[src/rtl/mem_port_arbiter.sv]
// Shares one memory port between fetch (IF) and load/store (D) requesters.
// Optional IF starvation guard: define ARB_STARVE_GUARD_EN.
module mem_port_arbiter #(
  parameter int ADDR_W       = 32,
  parameter int DATA_W       = 32,
  parameter int MAX_D_STREAK = 4
) (
  input  logic                clk,
  input  logic                rst,
  input  logic                if_req,
  input  logic [ADDR_W-1:0]   if_addr,
  output logic                if_gnt,
  output logic                if_rvalid,
  output logic [DATA_W-1:0]   if_rdata,
  input  logic                d_req,
  input  logic                d_we,
  input  logic [DATA_W/8-1:0] d_be,
  input  logic [ADDR_W-1:0]   d_addr,
  input  logic [DATA_W-1:0]   d_wdata,
  output logic                d_gnt,
  output logic                d_rvalid,
  output logic [DATA_W-1:0]   d_rdata,
  output logic                mem_req,
  output logic                mem_we,
  output logic [DATA_W/8-1:0] mem_be,
  output logic [ADDR_W-1:0]   mem_addr,
  output logic [DATA_W-1:0]   mem_wdata,
  input  logic                mem_gnt,
  input  logic                mem_rvalid,
  input  logic [DATA_W-1:0]   mem_rdata,
  output logic                busy
);

  if (DATA_W % 8 != 0 || MAX_D_STREAK < 1 ||
      MAX_D_STREAK > 15) begin : g_bad_param
    $error("mem_port_arbiter: illegal parameter");
  end

  typedef enum logic [2:0] {
    S_IDLE,
    S_REQ_IF,
    S_REQ_D,
    S_WAIT_IF,
    S_WAIT_D
  } state_t;

  state_t r_state;
  state_t w_next;
  logic   w_if_win;

`ifdef ARB_STARVE_GUARD_EN
  logic [3:0] r_streak;

  // Counts D grants taken while a fetch was left waiting.
  always_ff @(posedge clk or negedge rst) begin
    if (!rst) begin
      r_streak <= '0;
    end else if (if_gnt) begin
      r_streak <= '0;
    end else if (r_state == S_IDLE && !if_req) begin
      r_streak <= '0;
    end else if (d_gnt && if_req && r_streak != 4'hF) begin
      r_streak <= r_streak + 4'd1;
    end
  end

  assign w_if_win = if_req &&
    (!d_req || r_streak == 4'(MAX_D_STREAK));
`else
  assign w_if_win = if_req && !d_req;
`endif

  always_ff @(posedge clk or negedge rst) begin
    if (!rst) begin
      r_state <= S_IDLE;
    end else begin
      r_state <= w_next;
    end
  end

  always_comb begin
    w_next    = r_state;
    if_gnt    = 1'b0;
    if_rvalid = 1'b0;
    if_rdata  = '0;
    d_gnt     = 1'b0;
    d_rvalid  = 1'b0;
    d_rdata   = '0;
    mem_req   = 1'b0;
    mem_we    = 1'b0;
    mem_be    = '0;
    mem_addr  = '0;
    mem_wdata = '0;
    unique case (r_state)
      S_IDLE: begin
        if (w_if_win) begin
          w_next = S_REQ_IF;
        end else if (d_req) begin
          w_next = S_REQ_D;
        end
      end
      S_REQ_IF: begin
        // A withdrawn request falls back to IDLE without a grant.
        if (if_req) begin
          mem_req  = 1'b1;
          mem_be   = '1;
          mem_addr = if_addr;
          if_gnt   = mem_gnt;
          if (mem_gnt) begin
            w_next = S_WAIT_IF;
          end
        end else begin
          w_next = S_IDLE;
        end
      end
      S_REQ_D: begin
        if (d_req) begin
          mem_req   = 1'b1;
          mem_we    = d_we;
          mem_be    = d_be;
          mem_addr  = d_addr;
          mem_wdata = d_wdata;
          d_gnt     = mem_gnt;
          if (mem_gnt) begin
            w_next = S_WAIT_D;
          end
        end else begin
          w_next = S_IDLE;
        end
      end
      S_WAIT_IF: begin
        if (mem_rvalid) begin
          if_rvalid = 1'b1;
          if_rdata  = mem_rdata;
          w_next    = S_IDLE;
        end
      end
      S_WAIT_D: begin
        if (mem_rvalid) begin
          d_rvalid = 1'b1;
          d_rdata  = mem_rdata;
          w_next   = S_IDLE;
        end
      end
      default: w_next = S_IDLE;
    endcase
  end

  assign busy = (r_state != S_IDLE);

endmodule

[config.mk]
export PLATFORM = sky130hd
export DESIGN_NAME = mem_port_arbiter
export DESIGN_NICKNAME = d
export VERILOG_FILES = /design/src/rtl/mem_port_arbiter.sv
export SDC_FILE = /design/constraint.sdc
export NUM_CORES = 1
export LEC_CHECK = 0
export CAP_MARGIN = 25
export CORE_AREA = 2 2 107 109
export DETAILED_ROUTE_END_ITERATION = 6
export DIE_AREA = 0 0 109 111
export HOLD_SLACK_MARGIN = 0.03
export PLACE_DENSITY = 0.54
export SETUP_SLACK_MARGIN = 0.15
export SLEW_MARGIN = 20
export SYNTH_ARGS = -nofsm -noshare
export SYNTH_HDL_FRONTEND = slang
export SYNTH_SLANG_ARGS = --single-unit
[constraint.sdc]
create_clock -name clk -period 2.4 [get_ports clk]
set_input_delay 0.6 -clock clk [delete_from_list [all_inputs] [get_ports clk]]
set_output_delay 0.6 -clock clk [all_outputs]
set_load 0.01 [all_outputs]
# Word level (Yosys, flattened, before mapping)
# Index checks and enable logic that the tools add are counted.
word_totals:
  register_bits: 3
  latchBits: 0
  mem_bits_rw: 0
  rom_bits: 0
  in_bits: 139
  out_inout_bits: 139
  elab_cells: 46
  memories: 0
classes:
  addsub: 0
  multipliers: 0
  div: 0
  n_lt_le_gt_ge: 0
  n_eq_ne: 8
  shifts: 0
  n_mux: 31
  bitwise: 0
  reduce_logical: 6
op_table:
  columns: ["operator", "count"]
  rows:
  - ["$mux W32", 7]
  - ["$pmux W32 S2", 1]
  - ["$mux W3", 7]
  - ["$pmux W3 S4", 1]
  - ["$mux W1", 11]
  - ["$ne A3 B3 Y1 const B", 3]
  - ["$mux W4", 2]
  - ["$pmux W4 S2", 1]
  - ["$eq A3 B2 Y1 const B", 2]
  - ["$reduce_and A4 Y1", 1]
  - ["$eq A3 B1 Y1 const B", 1]
  - ["$eq A3 B3 Y1 const B", 1]
  - ["$logic_not A3 Y1", 1]
  - ["$reduce_bool A3 Y1", 1]
  - ["$ne A2 B1 Y1 const B", 1]
  - ["$pmux W1 S2", 1]
  - ["$reduce_or A2 Y1", 1]
  - ["$logic_and A1 B1 Y1", 1]
  - ["$logic_not A1 Y1", 1]

# Longest topological paths before layout
depth:
  ltp_word: 4
  ltp_mapped: 6
  depth_no_buf: 4

# Worst setup path before layout
# Ideal clock, no wire load.
synth_path:
  kind: "input port to output port"
  from: "input d_req"
  to: "output mem_addr[10]"
  arrival_time_ns: 1.502
  required_time_ns: 1.800
  setup_slack_ns: 0.298
  stages: 4
  n_path_buf: 2
  cell_sequence: "nor4bb_1 buf_6 clkbuf_1 a22o_1"
synth_between:
  elab_chain_cells: 2
synth_rtl:
  columns: ["element", "line_no", "source"]
  rows:
  - ["start, declared", "15", "input logic d_req,"]
  - ["$mux W32", "117", "if (d_req) begin"]
  - ["$pmux W32 S2", "94", "unique case (r_state)"]
  - ["end, declared", "26", "output logic [ADDR_W-1:0] mem_addr,"]
# Every way passes these cells.

# Worst setup path after layout
layout_path:
  from: "register r_state[2]"
  to: "output mem_addr[16]"
layout_between:
  elab_chain_cells: 2
  elab_cells_between_ends: 3
  cone_classes: "eq/ne (2); mux (1)"
layout_rtl:
  columns: ["element", "line_no", "source"]
  rows:
  - ["start, declared", "47", "state_t r_state;"]
  - ["start signal, assigned", "77", "r_state <= w_next;"]
  - ["$eq A3 B2 Y1 / $eq A3 B1 Y1 (equally long branches)", "94", null]
  - ["$pmux W32 S2 *", "94", null]
# Every way passes the cells marked *; elsewhere a longest branch is shown, timed or not.

==> flow_metrics.py <==
metrics = {
    "worst_setup_path": {
        "startpoint_type": "register",
        "cp_top_family": "buffers and inverters",
        "critical_path.max_fanout": 8,
        "cp.required_ps": 1800,
        "cp-end-kind": "primary output",
        "r2r_start": "r_state[1]",
        "crit_slowest_cell": "dfrtp_2",
        "startpoint": "r_state[2]",
        "critical_path_class": "reg -> out",
        "worst_path_most_repeated_cell": "buf_6",
        "crit_buf_inv": 5,
        "crit_chain": "buf_6 > nor4bb_4 > buf_4 > buf_6 > clkbuf_16 > a22o_1 > buf_2",
        "max_stage_delay_ps": 440,
        "cp_data_arrival_time_ps": 1730,
    },
    "timing": {
        "final.setup.tns_ps": 0,
        "rsz0062_at_grt": "yes",
        "finClkSkew_ps": 1.08,
        "slew-limit-headroom": 0.731,
        "worst_pin_slew_ps": 393,
        "finalCriticalPeriod_ps": 2330,
        "setup_ws_ps": 73.1,
        "slew_violations": 0,
        "fmax_ghz": 0.430,
        "fin_crit_sh": 0.970,
        "finalSetupViolations": 0,
        "hold_viol_final": 0,
    },
    "layout": {
        "nets": 642,
        "layout_common_cells": "135 x clkdlybuf4s50_1, 73 x buf_2, 72 x buf_6, 56 x and2_4, 43 x and2_1",
        "reg_top3": "r_state (3)",
        "largest_register": "r_state",
        "drive_gt1_frac": 0.534,
        "final_area_um2": 4980,
        "fin_util": 0.450,
        "diodes": 0,
        "largest_register_ff_count": 3,
        "layout_commonest_cell": "clkdlybuf4s50_1",
        "area_delta_synth_final_pct": 294,
    },
    "place": {
        "port_buffers": 277,
        "place_ws_ps": -605,
        "hpwl_mm": 7.02,
        "placed_cell_area_um2": 4320,
        "gp_congestion": 0.844,
    },
    "clocking": {
        "h-tree-depth": 1,
        "clock_latency_ps": 220,
        "clock_sinks": 3,
        "cts.clk_slew.worst_paths_ps": 30,
        "cts_buffer_depth": 2,
        "cts_root_buffer": "clkbuf_16",
        "hold_buffers": 0,
        "numCtsBuffers": 3,
        "cts_tree": "yes",
    },
    "flow_run": {
        "cap_violations": 0,
    },
    "die": {
        "ioPinCount": 278,
        "dieArea_um2": 12100,
        "rows": 39,
        "initial_core_util": 0.114,
        "core_area_um2": 11100,
        "die_w_um": 109,
        "die_y_um": 111,
    },
    "synth": {
        "yosysSeqAreaShare": 0.0593,
        "ys_seq_elements": 3,
        "syn_area_um2": 1260,
        "yosysWarnings": 0,
        "syn_inst": 183,
        "yosys.cell_types.count": 24,
        "synth_area_per_cell_um2": 6.91,
        "yosys.area.top_type_share": 0.490,
        "syn_nets": 322,
        "yosys.area.top_type": "and2_1",
        "synthTopCellsByArea": "and2_1 49%, a22o_1 22%, dfrtp_1 5.9%",
    },
    "power": {
        "power_uw": 2580,
        "powerDensity_nw_per_um2": 519,
        "ir_worst_vdd_v": 0.000241,
        "leakage_uw": 0.00247,
    },
    "global_routing": {
        "grt_pass1_vias": 2736,
        "track_usage": 0.146,
        "antenna_found_initial": 0,
        "grt_max_degree": 24,
        "grt_pass1_wl_mm": 14.0,
        "overflow": 0,
    },
    "hold_path": {
        "min_path_type": "in -> async",
    },
    "route": {
        "routed_wirelength_mm": 10.1,
        "drc": 0,
        "vias": 2639,
        "via_per_inst": 4.09,
        "routedWlPerCell_um": 15.6,
        "first_pass_iters": 4,
        "ant_nets": 0,
        "drtIter0Drc": 93,
    },
    "run_status": {
        "outcome": "completed",
    },
}
-- worst paths after layout --
| kind | endpoint | slack (ps) | depth (start not counted) |
|---|---|---|---|
| setup / recovery | mem_addr[16] | 70 | 7 |
| hold / removal | r_state[0] | 560 | 1 |
| setup reg to reg | r_state[1] | 240 | 8 |
| hold reg to reg | r_state[2] | 700 | 2 |
| max in group asynchronous | r_state[2] | 1680 | 1 |
| min in group clk | r_state[2] | 700 | 2 |
-- per-stage QoR --
stage               hold WS [ps]  instances
floorplan                    304        183
global placement             700        599
detailed placement           691        599
CTS                          569        629
global route                 574        645
finish                       562        645
-- per-layer routing --
metal	vias up	share of wire	track usage
met4	0	0.017	0.0393
met5	-	0	0
li1	1269	-	-
met2	169	0.54	0.284
met3	12	0.12	0.0417
met1	1189	0.33	0.146
-- final cells by class --
| class | instances | area (um2) |
|---|---|---|
| Multi-Input combinational cell | 156 | 1280 |
| Sequential cell | 3 | 77.6 |
| Tap cell | 143 | 179 |
| Clock buffer | 4 | 78.8 |
| Timing Repair Buffer | 336 | 3350 |
| Fill cell | 1106 | 6100 |
| Inverter | 3 | 11.3 |
-- repair_timing --
item,in CTS,in global routing
gates resized for setup,480,240
setup buffers,16,8
pin swaps,13,62
cloned,10,8
endpoints found under the setup margin,140,137
-- where the power goes --
| part | total (uW) | leakage, uW | internal [uW] | switching (uW) |
|---|---|---|---|---|
| clock network | 265 | 0.0000382 | 219 | 46.1 |
| logic | 2210 | 0.00240 | 1400 | 816 |
| registers | 105 | 0.0000362 | 71.5 | 33.1 |
| total | 2580 | 0.00247 | 1690 | 895 |
-- cell usage after synthesis, drive strengths merged --
master and number:
buf 9, or2 1, a211o 2, and2 99, a21oi 2, or3 1, dfrtp 3, clkbuf 12
nand2 1, nor2 2, inv 3, a32oi 1, a2111oi 1, nand3b 1, nor4bb 2, and3 2
nor2b 1, mux2 1, or4 1, a22o 32, a21o 4, nor3 2
-- cells by family (layout without fill, tap and decap cells) --
family	after synthesis	count (layout)	synth area share
multiplexers	1	1	0.0119
flip-flops	3	3	0.0593
AO/OA/AOI/OAI	42	42	0.281
buffers and inverters	24	343	0.0870
AND/OR/NAND/NOR	113	113	0.561
Power figures use the tool's default switching activity.
